File: src/rtl/axis2axi_target_xy.sv
// Mesh target endpoint: accepts request packets from the router HOME port, replays each as one
// AXI4 master transaction on the local slave and packetizes the B/R response back to the requester.

package axis2axi_target_xy_pkg;

    localparam int ADDR_WIDTH  = 16;
    localparam int DATA_WIDTH  = 32;
    localparam int ID_WIDTH    = 4;
    localparam int COORD_WIDTH = 4;
    localparam int STRB_WIDTH  = DATA_WIDTH / 8;
    localparam int FLIT_WIDTH  = 2 + 2*COORD_WIDTH + ID_WIDTH + 8 + 2 + ADDR_WIDTH;

    typedef struct packed {
        logic                  tvalid;
        logic [FLIT_WIDTH-1:0] tdata;
        logic                  tlast;
    } axis_mosi_t;

    typedef struct packed {
        logic tready;
    } axis_miso_t;

    typedef struct packed {
        logic [ID_WIDTH-1:0]   awid;
        logic [ADDR_WIDTH-1:0] awaddr;
        logic [7:0]            awlen;
        logic [2:0]            awsize;
        logic [1:0]            awburst;
        logic                  awvalid;
        logic [DATA_WIDTH-1:0] wdata;
        logic [STRB_WIDTH-1:0] wstrb;
        logic                  wlast;
        logic                  wvalid;
        logic                  bready;
        logic [ID_WIDTH-1:0]   arid;
        logic [ADDR_WIDTH-1:0] araddr;
        logic [7:0]            arlen;
        logic [2:0]            arsize;
        logic [1:0]            arburst;
        logic                  arvalid;
        logic                  rready;
    } axi_mosi_t;

    typedef struct packed {
        logic                  awready;
        logic                  wready;
        logic [ID_WIDTH-1:0]   bid;
        logic [1:0]            bresp;
        logic                  bvalid;
        logic                  arready;
        logic [ID_WIDTH-1:0]   rid;
        logic [DATA_WIDTH-1:0] rdata;
        logic [1:0]            rresp;
        logic                  rlast;
        logic                  rvalid;
    } axi_miso_t;

    typedef enum logic [3:0] {
        IDLE  = 4'd0,
        AW    = 4'd1,
        W     = 4'd2,
        B     = 4'd3,
        WRSP  = 4'd4,
        AR    = 4'd5,
        RHDR  = 4'd6,
        RDATA = 4'd7,
        DROP  = 4'd8
    } state_t;

endpackage

// Handshakes (AXIS and AXI alike): a beat transfers on a rising edge where VALID and READY are
// both high; VALID never waits on READY and, once raised, holds its payload until that edge.
module axis2axi_target_xy
    import axis2axi_target_xy_pkg::*;
(
    input  logic       ACLK,
    input  logic       ARESETn,
    input  axis_mosi_t s_axis_i,
    output axis_miso_t s_axis_o,
    input  axis_miso_t m_axis_i,
    output axis_mosi_t m_axis_o,
    input  axi_miso_t  m_axi_i,
    output axi_mosi_t  m_axi_o,
    output logic       proto_err_o,
    output state_t     dbg_state
);

    localparam logic [2:0] AXI_SIZE = 3'($clog2(STRB_WIDTH));

    state_t                 state_q, state_d;
    state_t                 ret_q, ret_d;
    logic                   live_q;
    logic                   err_q;
    logic [COORD_WIDTH-1:0] y_q, x_q;
    logic [ID_WIDTH-1:0]    id_q;
    logic [7:0]             len_q;
    logic [1:0]             burst_q;
    logic [ADDR_WIDTH-1:0]  addr_q;
    logic [1:0]             bresp_q;
    logic [7:0]             cnt_q;

    logic hdr_load, cnt_inc, b_load, err_set, last_beat;
    logic [1:0] hdr_kind;

    logic unused_ids;
    assign unused_ids = ^{m_axi_i.bid, m_axi_i.rid};

    assign hdr_kind  = s_axis_i.tdata[39:38];
    assign last_beat = (cnt_q == len_q);

    always_comb begin
        state_d  = state_q;
        ret_d    = ret_q;
        hdr_load = 1'b0;
        cnt_inc  = 1'b0;
        b_load   = 1'b0;
        err_set  = 1'b0;
        s_axis_o = '0;
        m_axis_o = '0;
        m_axi_o  = '0;

        m_axi_o.awid    = id_q;
        m_axi_o.awaddr  = addr_q;
        m_axi_o.awlen   = len_q;
        m_axi_o.awsize  = AXI_SIZE;
        m_axi_o.awburst = burst_q;
        m_axi_o.arid    = id_q;
        m_axi_o.araddr  = addr_q;
        m_axi_o.arlen   = len_q;
        m_axi_o.arsize  = AXI_SIZE;
        m_axi_o.arburst = burst_q;
        m_axi_o.wdata   = s_axis_i.tdata[DATA_WIDTH-1:0];
        m_axi_o.wstrb   = s_axis_i.tdata[DATA_WIDTH+STRB_WIDTH-1:DATA_WIDTH];
        m_axi_o.wlast   = last_beat;

        case (state_q)
            IDLE: begin
                // live_q keeps TREADY low until the first edge after reset release
                s_axis_o.tready = live_q;
                if (live_q && s_axis_i.tvalid) begin
                    hdr_load = 1'b1;
                    case (hdr_kind)
                        2'b00: state_d = AW;
                        2'b01: begin
                            if (s_axis_i.tlast) begin
                                state_d = AR;
                            end else begin
                                err_set = 1'b1;
                                ret_d   = AR;
                                state_d = DROP;
                            end
                        end
                        default: begin
                            err_set = 1'b1;
                            if (!s_axis_i.tlast) begin
                                ret_d   = IDLE;
                                state_d = DROP;
                            end
                        end
                    endcase
                end
            end
            AW: begin
                m_axi_o.awvalid = 1'b1;
                if (m_axi_i.awready) state_d = W;
            end
            W: begin
                m_axi_o.wvalid  = s_axis_i.tvalid;
                s_axis_o.tready = m_axi_i.wready;
                if (s_axis_i.tvalid && m_axi_i.wready) begin
                    cnt_inc = 1'b1;
                    if (s_axis_i.tlast != last_beat) err_set = 1'b1;
                    if (last_beat) begin
                        if (s_axis_i.tlast) begin
                            state_d = B;
                        end else begin
                            ret_d   = B;
                            state_d = DROP;
                        end
                    end
                end
            end
            B: begin
                m_axi_o.bready = 1'b1;
                if (m_axi_i.bvalid) begin
                    b_load  = 1'b1;
                    state_d = WRSP;
                end
            end
            WRSP: begin
                m_axis_o.tvalid = 1'b1;
                m_axis_o.tdata  = {2'b10, y_q, x_q, id_q, bresp_q, 24'd0};
                m_axis_o.tlast  = 1'b1;
                if (m_axis_i.tready) state_d = IDLE;
            end
            AR: begin
                m_axi_o.arvalid = 1'b1;
                if (m_axi_i.arready) state_d = RHDR;
            end
            RHDR: begin
                m_axis_o.tvalid = 1'b1;
                m_axis_o.tdata  = {2'b11, y_q, x_q, id_q, 26'd0};
                if (m_axis_i.tready) state_d = RDATA;
            end
            RDATA: begin
                m_axis_o.tvalid = m_axi_i.rvalid;
                m_axis_o.tdata  = {{(FLIT_WIDTH-DATA_WIDTH-2){1'b0}}, m_axi_i.rresp, m_axi_i.rdata};
                m_axis_o.tlast  = m_axi_i.rlast;
                m_axi_o.rready  = m_axis_i.tready;
                if (m_axi_i.rvalid && m_axis_i.tready && m_axi_i.rlast) state_d = IDLE;
            end
            DROP: begin
                s_axis_o.tready = 1'b1;
                if (s_axis_i.tvalid && s_axis_i.tlast) state_d = ret_q;
            end
            default: state_d = IDLE;
        endcase
    end

    always_ff @(posedge ACLK or negedge ARESETn) begin
        if (!ARESETn) begin
            state_q <= IDLE;
            ret_q   <= IDLE;
            live_q  <= 1'b0;
            err_q   <= 1'b0;
            y_q     <= '0;
            x_q     <= '0;
            id_q    <= '0;
            len_q   <= '0;
            burst_q <= '0;
            addr_q  <= '0;
            bresp_q <= '0;
            cnt_q   <= '0;
        end else begin
            state_q <= state_d;
            ret_q   <= ret_d;
            live_q  <= 1'b1;
            if (err_set) err_q <= 1'b1;
            if (hdr_load) begin
                y_q     <= s_axis_i.tdata[37:34];
                x_q     <= s_axis_i.tdata[33:30];
                id_q    <= s_axis_i.tdata[29:26];
                len_q   <= s_axis_i.tdata[25:18];
                burst_q <= s_axis_i.tdata[17:16];
                addr_q  <= s_axis_i.tdata[15:0];
                cnt_q   <= '0;
            end else if (cnt_inc) begin
                cnt_q <= cnt_q + 8'd1;
            end
            if (b_load) bresp_q <= m_axi_i.bresp;
        end
    end

    assign proto_err_o = err_q;
    assign dbg_state   = state_q;

endmodule

File: config.mk
export PLATFORM = sky130hd
export DESIGN_NAME = axis2axi_target_xy
export DESIGN_NICKNAME = d
export VERILOG_FILES = /design/src/rtl/axis2axi_target_xy.sv
export SDC_FILE = /design/constraint.sdc
export NUM_CORES = 1
export LEC_CHECK = 0
export ABC_AREA = 1
export ABC_CLOCK_PERIOD_IN_PS = 2300
export BUFFER_PORTS_ARGS = -buffer_cell sky130_fd_sc_hd__buf_2
export CAP_MARGIN = 15
export CORE_ASPECT_RATIO = 0.75
export CORE_MARGIN = 5
export CORE_UTILIZATION = 46
export DETAILED_ROUTE_END_ITERATION = 10
export GPL_ROUTABILITY_DRIVEN = 0
export PLACE_DENSITY = 0.89
export SYNTH_ARGS = -nofsm -noshare
export SYNTH_HDL_FRONTEND = slang
export SYNTH_SLANG_ARGS = --single-unit
File: constraint.sdc
create_clock -name ACLK -period 2.3 [get_ports ACLK]
set_input_delay 0.46 -clock ACLK [delete_from_list [all_inputs] [get_ports ACLK]]
set_output_delay 0.46 -clock ACLK [all_outputs]
set_load 0.005 [all_outputs]
Word level (Yosys, flattened, before mapping)
Index checks and enable logic that the tools add are counted.
Widths: inputs -> output; s select.
- eq/ne operators: 25
- multiplexer cells: 45
- $add $sub $neg: 1
- reduce and logical (&&, ||, !) cells: 11
- operators by type and width (cell ; number):
    $pmux 41 s3 ; 1
    $mux 4 ; 19
    $pmux 4 s9 ; 1
    $ne 2x2->1 const B ; 13
    $pmux 4 s2 ; 3
    $eq 4x3->1 const B ; 4
    $mux 8 ; 2
    $mux 1 ; 15
    $reduce_and 11->1 ; 1
    $add 8x1->8 const B ; 1
    $eq 4x2->1 const B ; 2
    $eq 8x8->1 ; 1
    $reduce_and 7->1 ; 1
    $pmux 1 s2 ; 3
    $logic_and 1x1->1 ; 5
    $eq 4x1->1 const B ; 1
    $eq 4x4->1 const B ; 1
    $logic_not 4->1 ; 1
    $ne 4x2->1 const B ; 1
    $reduce_bool 2->1 ; 2
    $pmux 1 s3 ; 1
    $eq 2x1->1 const B ; 1
    $logic_not 2->1 ; 1
    $ne 1x1->1 ; 1
- output and inout bits: 156
- register bits after elaboration: 58
- word-level logic and storage cells: 94

Longest topological paths before layout
Gate-level depths: netlist (run 1).
- depth in word-level cells: 5
- mapped depth: 10

Worst setup path before layout (run 1)
Ideal clock, no wire load.
- path type: register -> output
- start: reg state_q[3], in the netlist dbg_state[3]
- end: out m_axis_o[10] (netlist name)
- path buffers: 1
- path slack: 0.582 ns
- required time: 1.840 ns
- arrival time: 1.258 ns
- stages on the path, launching flop included: 7
- path through: dfrtp_1 inv_1 nand2_1 nor2_1 inv_2 clkbuf_1 nor2_1
- RTL lines (element ; RTL line ; source):
    start: declaration ; 91 ; state_t state_q, state_d;
    start signal: assignment ; 236 ; state_q <= state_d;
    end: declaration ; 82 ; output axis_mosi_t m_axis_o,

==> out/results.txt, run 1 <==
run status: completed
crit path kind: flip-flop to output port
count of vias placed by the detailed router: 3838
mean cell area of the mapped netlist: 7.25 sq um
clock buffers created by TritonCTS: 9
clock tree from TritonCTS: yes
core region area: 0.00785 sq mm
share of the yosys chip area belonging to registers: 38.7%
highest-delay cell along the critical path: sky130_fd_sc_hd__dfrtp_1
final clock skew: 0.00617 ns
pin count of the biggest net entering global routing: 58
final worst path period need: 2.15 ns
startpoint of the most critical register-to-register path: dbg_state[1]
Fin. Hold Viols: 0
Highest Clock Rate: 465 MHz
total DRC errors in the routed layout: 0
slack of the worst reg-to-reg path: 0.46 ns
initial drt markers: 197
H-Tree Depth: 3
destination of the worst register-to-register timing path: cnt_q[3]
Overall Power: 4590 uW
post-route antenna net violation count: 0
WL/cell: 14.2 um
antenna diode count: 0
flip-flop and latch count after synthesis: 57
number of setup violations in the final report: 0
synthesized cell area: 0.00368 sq mm
P&R area growth vs syn: 25.8%
Area contributors post-synth: sky130_fd_sc_hd__dfrtp_1 39%, sky130_fd_sc_hd__nand2_1 17%, sky130_fd_sc_hd__buf_4 15%
Cell Chain, Critical Path: nand2_1 > nor2_4 > buf_4 > a22o_1 > buf_2
cell types with the highest counts after synthesis: 162 x sky130_fd_sc_hd__nand2_1, 73 x sky130_fd_sc_hd__buf_4, 57 x sky130_fd_sc_hd__dfrtp_1, 56 x sky130_fd_sc_hd__inv_1, 49 x sky130_fd_sc_hd__nor2_1
final sum of negative setup slack: 0 ns
area share of the largest cell type after synthesis: 38.7%
worst path arrival time: 1.69 ns
startpoint kind of the worst setup timing path: flip-flop
wire length reported by the detailed router: 11200 um
Multi-input gate area: 0.00143 sq mm
Die Wd: 113 um
initial antenna violation count: 0
die footprint: 0.00992 sq mm
worst r2r path cells: 10
Lkg Pwr: 0.00292 uW
number of max-cap violations: 0
critical path required time: 1.84 ns
vias in the first global route: 3693
Fill cells: 711
Ys Warns: 0
Clk Latency, worst-skew pair: 0.32 ns
RSZ-0062 raised after global routing: no
clock-pin transition on the worst setup and hold timing paths: 0.05 ns
number of enable flip-flop cells after synthesis: 0
CP peak stage delay: 0.55 ns
GRT Overall Usage: 21.6%
NumNets Final: 777
first-pass GRT wire length: 17200 um
maximum root-to-sink buffer count: 2
Worst slew margin: 51.5%
Cell variety after synth: 33
count of TritonRoute iterations in the first routing pass: 5
remaining global-route overflow: 0
sequential cell area in the final layout: 0.00143 sq mm
# rows: 28
effective utilization at floorplan: 47.0%
count of input and output buffers: 236
postcts setup bufs: 0
share of async-settable or async-resettable flops after synthesis: 100%
class of the tightest hold or removal check: input pin to asynchronous set/reset pin
final number of max-transition violations: 0
post-cts sizing count: 0
transition time of the tightest slew-check pin: 0.727 ns
library cell occupying the most area in the post-synthesis netlist: sky130_fd_sc_hd__dfrtp_1
half-perimeter wire length after placement: 8980 um
number of instances in the synthesized netlist: 508
average via count per standard cell: 4.86
top-level I/O count: 251
worst IR drop on VDD: 0.000477 V
biggest fanout along the worst timing path: 12
clock root cell: sky130_fd_sc_hd__clkbuf_8
portion of the clock cycle consumed by the worst path in the final layout: 93.5%
clock sink total: 57
most frequently used flop master after synthesis: sky130_fd_sc_hd__dfrtp_1
library cell with the highest instance count after synthesis: sky130_fd_sc_hd__nand2_1
number of buffers added to fix hold violations after cts: 0
total power density per cell area: 990 mW/mm^2
Hold WS: 0.280 ns
type of element capturing the critical path: output port
vertical die dimension: 87.5 um
fraction of layout instances using a drive strength above 1: 40.4%
final cells by class:
| cell class | instances | share of cell area, % |
|---|---|---|
| Multi-Input combinational cell | 308 | 30.9 |
| Sequential cell | 57 | 30.8 |
| Timing Repair Buffer | 243 | 26.9 |
| Inverter | 62 | 5.10 |
| Clock buffer | 14 | 3.51 |
| Tap cell | 105 | 2.83 |
placed cells by master (no fill, tap or decap), types with 6 or more instances in the layout:
cell and instances:
sky130_fd_sc_hd__nand2_1 161, sky130_fd_sc_hd__inv_1 56, sky130_fd_sc_hd__buf_2 236, sky130_fd_sc_hd__nor2_1 48
sky130_fd_sc_hd__conb_1 7, sky130_fd_sc_hd__a22o_1 8, sky130_fd_sc_hd__o21ai_0 17, sky130_fd_sc_hd__nor3_1 7
sky130_fd_sc_hd__a21oi_1 6, sky130_fd_sc_hd__nand3_1 23, sky130_fd_sc_hd__clkbuf_8 11, sky130_fd_sc_hd__buf_4 6
sky130_fd_sc_hd__dfrtp_1 56
worst max path at each step:
| stage | depth (start not counted) | endpoint | slack [ns] | startpoint |
|---|---|---|---|---|
| 6_report | 5 | m_axis_o[27] | 0.15 | dbg_state[1] |
| 5_1_grt | 5 | m_axis_o[27] | 0.02 | dbg_state[1] |
| 4_1_cts | 5 | s_axis_o | 0.02 | dbg_state[0] |
| 3_5_place_dp | 5 | s_axis_o | 0.38 | dbg_state[0] |
| 3_3_place_gp | 5 | s_axis_o | 0.42 | dbg_state[1] |
| 2_1_floorplan | 6 | m_axis_o[10] | 0.58 | dbg_state[3] |
cells by family after synthesis:
group | after synthesis | share of synthesized area [%]
AO/OA/AOI/OAI | 37 | 6.49
adder cells (fa/ha/maj) | 1 | 0.340
multiplexers | 2 | 0.611
other | 2 | 0.204
AND/OR/NAND/NOR | 257 | 29.3
buffers and inverters | 148 | 23.4
flip-flops | 57 | 38.7
XOR/XNOR | 4 | 0.951
metrics by stage:
step	worst slack, ns	area (sq um)	utilization (%)	instances
finish	0.150	4640	59.1	789
global route	0.0225	4640	59.1	789
CTS	0.0233	4620	58.8	789
detailed placement	0.385	4450	56.8	775
global placement	0.416	4450	56.8	775
floorplan	0.582	3700	-	513
sequential cells by signal, summed over array words and instances, names as in the netlist, 3 cells and up:
name and count:
x_q 4, y_q 4, dbg_state 4, len_q 8
id_q 4, ret_q 3, cnt_q 8, addr_q 16
power by group:
group | leakage, uW | switching, uW | total (uW) | internal [uW]
clock | 0.0000826 | 352 | 792 | 439
combinational | 0.00212 | 1140 | 2030 | 893
sequential | 0.000720 | 357 | 1760 | 1410
critical path, delay by kind of cell, from the launching register on:
kind | cells | cell delay [ns]
and+or+nand+nor | 2 | 0.34
buffers and inverters | 2 | 0.32
DFF | 1 | 0.55
AOI/OAI and AO/OA | 1 | 0.15
layer usage:
layer / up-vias / track usage, % / wire, um
met1: 1750 / 27.2 / 4400
li1: 1823 / - / -
met3: 33 / 5.63 / 1040
met4: 0 / 5.46 / 167
met2: 232 / 37.3 / 5560
met5: - / 0 / 0
Note: power is estimated with default switching activity, not from simulation.
==> run 2, diff against run 1 <==
--- a/config.mk
+++ b/config.mk
@@ -8,13 +8,12 @@
 export ABC_AREA = 1
 export ABC_CLOCK_PERIOD_IN_PS = 2300
 export BUFFER_PORTS_ARGS = -buffer_cell sky130_fd_sc_hd__buf_2
-export CAP_MARGIN = 15
 export CORE_ASPECT_RATIO = 0.75
 export CORE_MARGIN = 5
 export CORE_UTILIZATION = 46
 export DETAILED_ROUTE_END_ITERATION = 10
 export GPL_ROUTABILITY_DRIVEN = 0
-export PLACE_DENSITY = 0.89
+export PLACE_DENSITY = 0.88
 export SYNTH_ARGS = -nofsm -noshare
 export SYNTH_HDL_FRONTEND = slang
 export SYNTH_SLANG_ARGS = --single-unit
==> out/results.txt, run 2 (same netlist as run 1, synthesis figures left out) <==
commonest cells after routing, fill and taps aside: 236 x sky130_fd_sc_hd__buf_2, 161 x sky130_fd_sc_hd__nand2_1, 55 x sky130_fd_sc_hd__inv_1, 55 x sky130_fd_sc_hd__dfrtp_1, 47 x sky130_fd_sc_hd__nor2_1 (was 236 x sky130_fd_sc_hd__buf_2, 161 x sky130_fd_sc_hd__nand2_1, 56 x sky130_fd_sc_hd__inv_1, 56 x sky130_fd_sc_hd__dfrtp_1, 48 x sky130_fd_sc_hd__nor2_1)
final design instance area without fill: 0.00470 sq mm (was 0.00464 sq mm)
placed insts: 777 (was 775)
wire length reported by the detailed router: 11000 um (was 11200 um)
slack of the worst reg-to-reg path: 0.47 ns (was 0.46 ns)
count of input and output buffers: 236 (unchanged)
Multi-input gate area: 0.00143 sq mm (about the same)
count of vias placed by the detailed router: 3770 (was 3838)
class of the tightest hold or removal check: input pin to asynchronous set/reset pin (unchanged)
worst path arrival time: 1.71 ns (was 1.69 ns)
total power density per cell area: 1020 mW/mm^2 (was 990 mW/mm^2)
sequential cell area in the final layout: 0.00143 sq mm (about the same)
RSZ-0062 raised after global routing: no (unchanged)
vertical die dimension: 87.5 um (unchanged)
Largest register FFs: 16 (unchanged)
Net Switching: 1890 uW (was 1850 uW)
clock root cell: sky130_fd_sc_hd__clkbuf_8 (unchanged)
portion of the clock cycle consumed by the worst path in the final layout: 94.4% (was 93.5%)
NumNets Final: 779 (was 777)
Clk Latency, worst-skew pair: 0.34 ns (was 0.32 ns)
total internal power: 2920 uW (was 2740 uW)
antenna diode count: 0 (unchanged)
final worst path period need: 2.17 ns (was 2.15 ns)
postcts setup bufs: 0 (unchanged)
Highest Clock Rate: 461 MHz (was 465 MHz)
core region area: 0.00785 sq mm (unchanged)
# rows: 28 (unchanged)
post-route antenna net violation count: 0 (unchanged)
maximum root-to-sink buffer count: 2 (unchanged)
number of setup violations in the final report: 0 (unchanged)
WL/cell: 13.8 um (was 14.2 um)
die footprint: 0.00992 sq mm (unchanged)
Overall Power: 4810 uW (was 4590 uW)
final sum of negative setup slack: 0 ns (unchanged)
clock network fraction of total power: 20.9% (was 17.2%)
Largest regs: addr_q (16), cnt_q (8), len_q (8) (unchanged)
first-pass GRT wire length: 17600 um (was 17200 um)
critical path required time: 1.84 ns (about the same)
Seq pwr share: 36.7% (was 38.4%)
number of max-cap violations: 0 (unchanged)
post-cts sizing count: 2 (was 0)
run status: completed (unchanged)
count of TritonRoute iterations in the first routing pass: 4 (was 5)
switching portion of total power: 39.3% (was 40.3%)
Fill cells: 725 (was 711)
clock buffers created by TritonCTS: 9 (unchanged)
type of element capturing the critical path: output port (unchanged)
Fin. Hold Viols: 0 (unchanged)
number of buffers added to fix hold violations after cts: 0 (unchanged)
H-Tree Depth: 3 (unchanged)
clock-pin transition on the worst setup and hold timing paths: 0.07 ns (was 0.05 ns)
remaining global-route overflow: 0 (unchanged)
fraction of layout instances using a drive strength above 1: 41.3% (was 40.4%)
initial antenna violation count: 0 (unchanged)
Hold WS: 0.139 ns (was 0.280 ns)
clock sink total: 57 (unchanged)
P&R area growth vs syn: 27.6% (was 25.8%)
crit path kind: flip-flop to output port (unchanged)
biggest fanout along the worst timing path: 7 (was 12)
final clock skew: 0.00979 ns (was 0.00617 ns)
count of placed standard cells in the final layout, fillers left out: 793 (was 789)
Die Wd: 113 um (unchanged)
average via count per standard cell: 4.75 (was 4.86)
effective utilization at floorplan: 47.0% (unchanged)
startpoint kind of the worst setup timing path: flip-flop (unchanged)
Worst slew margin: 58.1% (was 51.5%)
Lkg Pwr: 0.00295 uW (was 0.00292 uW)
final number of max-transition violations: 0 (unchanged)
total DRC errors in the routed layout: 0 (unchanged)
area of placed instances: 0.00447 sq mm (was 0.00445 sq mm)
GRT Overall Usage: 22.0% (was 21.6%)
initial drt markers: 189 (was 197)
top-level I/O count: 251 (unchanged)
worst IR drop on VDD: 0.000565 V (was 0.000477 V)
half-perimeter wire length after placement: 8800 um (was 8980 um)
clock tree from TritonCTS: yes (unchanged)
vias in the first global route: 3706 (was 3693)
leading cell type in the layout, fill and taps excluded: sky130_fd_sc_hd__buf_2 (unchanged)
Gate power share: 42.4% (was 44.3%)
register with the highest flop count: addr_q (unchanged)
pin count of the biggest net entering global routing: 37 (was 58)
transition time of the tightest slew-check pin: 0.629 ns (was 0.727 ns)
## run 2: critical path, cell delays in order, from the launching register on
cell and delay [ns]:
sky130_fd_sc_hd__dfrtp_1 0.52, sky130_fd_sc_hd__nor2_2 0.15, sky130_fd_sc_hd__nand2_2 0.14, sky130_fd_sc_hd__clkinv_2 0.12, sky130_fd_sc_hd__a221o_1 0.30, sky130_fd_sc_hd__buf_2 0.13
## run 2: area by class of cell
cell class	instances	area share, %
sequential	57	30.4
multi-input combinational	308	30.4
timing repair buffer	245	26.9
inverter	62	5.03
tap	105	2.79
clock buffer	10	2.71
clock inverter	6	1.76
## run 2: layer usage
layer | GRT usage (%) | routed length, um | vias up | share of wire [%]
met5 | 0 | 0 | - | 0
met4 | 6.44 | 150 | 0 | 1.4
met3 | 5.90 | 1060 | 18 | 9.7
met2 | 36.3 | 5350 | 202 | 49
met1 | 28.7 | 4400 | 1728 | 40
li1 | - | - | 1822 | -
## run 2: final timing paths
path	endpoint	startpoint	depth (start not counted)
setup / recovery	s_axis_o	dbg_state[2]	5
max in group asynchronous	ret_q[2]	ARESETn	2
setup reg to reg	cnt_q[3]	dbg_state[2]	10
hold / removal	len_q[2]	ARESETn	1
min in group ACLK	burst_q[1]	s_axis_i[18]	3
hold reg to reg	ret_q[2]	ret_q[2]	2
## run 2: power groups by stage
stage | logic, uW | registers, uW | clock network, uW
after floorplan | 1460 | 1720 | 0
after global placement | 1990 | 1740 | 0
final | 2040 | 1760 | 1010
after CTS | 2060 | 1750 | 1040
after global routing | 2310 | 1830 | 1090
after detailed placement | 2050 | 1760 | 0
## run 2: metrics by stage
step           utilization, %  setup slack [ns]
2_1_floorplan               -             0.582
3_3_place_gp             57.0             0.397
3_5_place_dp             57.0             0.349
4_1_cts                  59.7            0.0304
5_1_grt                  59.9           0.00622
6_report                 59.9             0.129
==> run 3, diff against run 2 <==
--- a/config.mk
+++ b/config.mk
@@ -10,10 +10,11 @@
 export BUFFER_PORTS_ARGS = -buffer_cell sky130_fd_sc_hd__buf_2
 export CORE_ASPECT_RATIO = 0.75
 export CORE_MARGIN = 5
-export CORE_UTILIZATION = 46
+export CORE_UTILIZATION = 41
 export DETAILED_ROUTE_END_ITERATION = 10
 export GPL_ROUTABILITY_DRIVEN = 0
-export PLACE_DENSITY = 0.88
+export PLACE_DENSITY = 0.79
+export SLEW_MARGIN = 30
 export SYNTH_ARGS = -nofsm -noshare
 export SYNTH_HDL_FRONTEND = slang
 export SYNTH_SLANG_ARGS = --single-unit
==> out/results.txt, run 3 (same netlist as run 1, synthesis figures left out) <==
clock buffers created by TritonCTS: 9 (unchanged)
remaining global-route overflow: 0 (unchanged)
portion of the clock cycle consumed by the worst path in the final layout: 93.8% (was 94.4%)
final worst path period need: 2.16 ns (was 2.17 ns)
H-Tree Depth: 3 (unchanged)
Overall Power: 5070 uW (was 4810 uW)
P&R area growth vs syn: 29.7% (was 27.6%)
sequential cell area in the final layout: 0.00143 sq mm (unchanged)
die footprint: 0.0110 sq mm (was 0.00992 sq mm)
effective utilization at floorplan: 41.4% (was 47.0%)
run status: completed (unchanged)
NumNets Final: 780 (was 779)
count of TritonRoute iterations in the first routing pass: 4 (unchanged)
clock root cell: sky130_fd_sc_hd__clkbuf_16 (was sky130_fd_sc_hd__clkbuf_8)
Worst slew margin: 51.8% (was 58.1%)
# rows: 30 (was 28)
count of vias placed by the detailed router: 3721 (was 3770)
vias in the first global route: 3601 (was 3706)
Hold WS: 0.290 ns (was 0.139 ns)
critical path required time: 1.84 ns (about the same)
pin count of the biggest net entering global routing: 58 (was 37)
half-perimeter wire length after placement: 8510 um (was 8800 um)
number of setup violations in the final report: 0 (unchanged)
transition time of the tightest slew-check pin: 0.724 ns (was 0.629 ns)
maximum root-to-sink buffer count: 2 (unchanged)
worst IR drop on VDD: 0.000500 V (was 0.000565 V)
antenna diode count: 0 (unchanged)
total power density per cell area: 1060 mW/mm^2 (was 1020 mW/mm^2)
WL/cell: 13.2 um (was 13.8 um)
fraction of layout instances using a drive strength above 1: 40.9% (was 41.3%)
top-level I/O count: 251 (unchanged)
postcts setup bufs: 0 (unchanged)
final number of max-transition violations: 0 (unchanged)
Die Wd: 119 um (was 113 um)
post-route antenna net violation count: 0 (unchanged)
Clk Latency, worst-skew pair: 0.32 ns (was 0.34 ns)
clock tree from TritonCTS: yes (unchanged)
Fill cells: 832 (was 725)
startpoint kind of the worst setup timing path: flip-flop (unchanged)
vertical die dimension: 92.1 um (was 87.5 um)
commonest cells after routing, fill and taps aside: 236 x sky130_fd_sc_hd__buf_2, 161 x sky130_fd_sc_hd__nand2_1, 56 x sky130_fd_sc_hd__inv_1, 55 x sky130_fd_sc_hd__dfrtp_1, 47 x sky130_fd_sc_hd__nor2_1 (was 236 x sky130_fd_sc_hd__buf_2, 161 x sky130_fd_sc_hd__nand2_1, 55 x sky130_fd_sc_hd__inv_1, 55 x sky130_fd_sc_hd__dfrtp_1, 47 x sky130_fd_sc_hd__nor2_1)
total DRC errors in the routed layout: 0 (unchanged)
first-pass GRT wire length: 16900 um (was 17600 um)
number of max-cap violations: 0 (unchanged)
Multi-input gate area: 0.00143 sq mm (unchanged)
Setup crit start: dbg_state[0] (was dbg_state[2])
GRT Overall Usage: 18.7% (was 22.0%)
leading cell type in the layout, fill and taps excluded: sky130_fd_sc_hd__buf_2 (unchanged)
core region area: 0.00890 sq mm (was 0.00785 sq mm)
biggest fanout along the worst timing path: 6 (was 7)
clock sink total: 57 (unchanged)
final sum of negative setup slack: 0 ns (unchanged)
worst path arrival time: 1.70 ns (was 1.71 ns)
RSZ-0062 raised after global routing: no (unchanged)
crit path kind: flip-flop to output port (unchanged)
count of input and output buffers: 236 (unchanged)
initial antenna violation count: 0 (unchanged)
register with the highest flop count: addr_q (unchanged)
type of element capturing the critical path: output port (unchanged)
Largest regs: addr_q (16), cnt_q (8), len_q (8) (unchanged)
average via count per standard cell: 4.65 (was 4.75)
clock-pin transition on the worst setup and hold timing paths: 0.05 ns (was 0.07 ns)
Fin. Hold Viols: 0 (unchanged)
startpoint of the most critical register-to-register path: dbg_state[3] (was dbg_state[2])
Highest Clock Rate: 463 MHz (was 461 MHz)
initial drt markers: 200 (was 189)
wire length reported by the detailed router: 10600 um (was 11000 um)
Largest register FFs: 16 (unchanged)
class of the tightest hold or removal check: input pin to asynchronous set/reset pin (unchanged)
final clock skew: 0.00780 ns (was 0.00979 ns)
Lkg Pwr: 0.00299 uW (was 0.00295 uW)
==> run 3: power by group <==
group	internal, uW	switching (uW)
Clock	863	420
Combinational	902	1120
Sequential	1410	347
Total	3180	1890
==> run 3: worst paths after layout <==
kind                                end  slack (ns)  cells past startpoint
max in group asynchronous  dbg_state[0]        1.51                      2
hold / removal                 len_q[3]        0.29                      2
hold reg to reg             proto_err_o        0.47                      2
min in group ACLK             addr_q[6]        0.34                      3
setup reg to reg               cnt_q[3]        0.33                     10
setup / recovery               s_axis_o        0.14                      6
==> run 3: routing by layer <==
metal  wire length, um  up-vias  track usage (%)
met2              4900      171             29.5
li1                  -     1831                -
met5                 0        -                0
met1              4640     1705             24.7
met4               129        0             5.05
met3               917       14             6.17
==> run 3: through the flow <==
step	instances	cell area, sq um	worst slack, ns	util (%)
6_report	801	4780	0.142	53.7
5_1_grt	801	4780	0.0427	53.7
4_1_cts	801	4770	0.00485	53.6
3_5_place_dp	785	4470	0.309	50.3
3_3_place_gp	785	4470	0.361	50.3
2_1_floorplan	513	3700	0.582	-
==> run 3: final cells by class <==
| class | count | share of cell area [%] |
|---|---|---|
| inverter | 62 | 4.90 |
| clock inverter | 3 | 0.838 |
| sequential | 57 | 29.9 |
| tap | 112 | 2.93 |
| multi-input combinational | 308 | 29.9 |
| clock buffer | 13 | 5.24 |
| timing repair buffer | 246 | 26.3 |
==> run 3: critical path, cell delays in order (launching register included) <==
cell,delay [ns]
sky130_fd_sc_hd__dfrtp_2,0.45
sky130_fd_sc_hd__buf_4,0.19
sky130_fd_sc_hd__nor2_2,0.06
sky130_fd_sc_hd__nand2_2,0.10
sky130_fd_sc_hd__clkinv_2,0.12
sky130_fd_sc_hd__a221o_1,0.33
sky130_fd_sc_hd__buf_2,0.14
==> run 3: what timing repair did <==
| action | 4_1_cts | 5_1_grt |
|---|---|---|
| endpoints found under the hold margin | 0 | 0 |
| hold buffers | 0 | 0 |
| gates cloned | 0 | 0 |
| gates resized for setup | 1 | 5 |
| endpoints found under the setup margin | 1 | 36 |
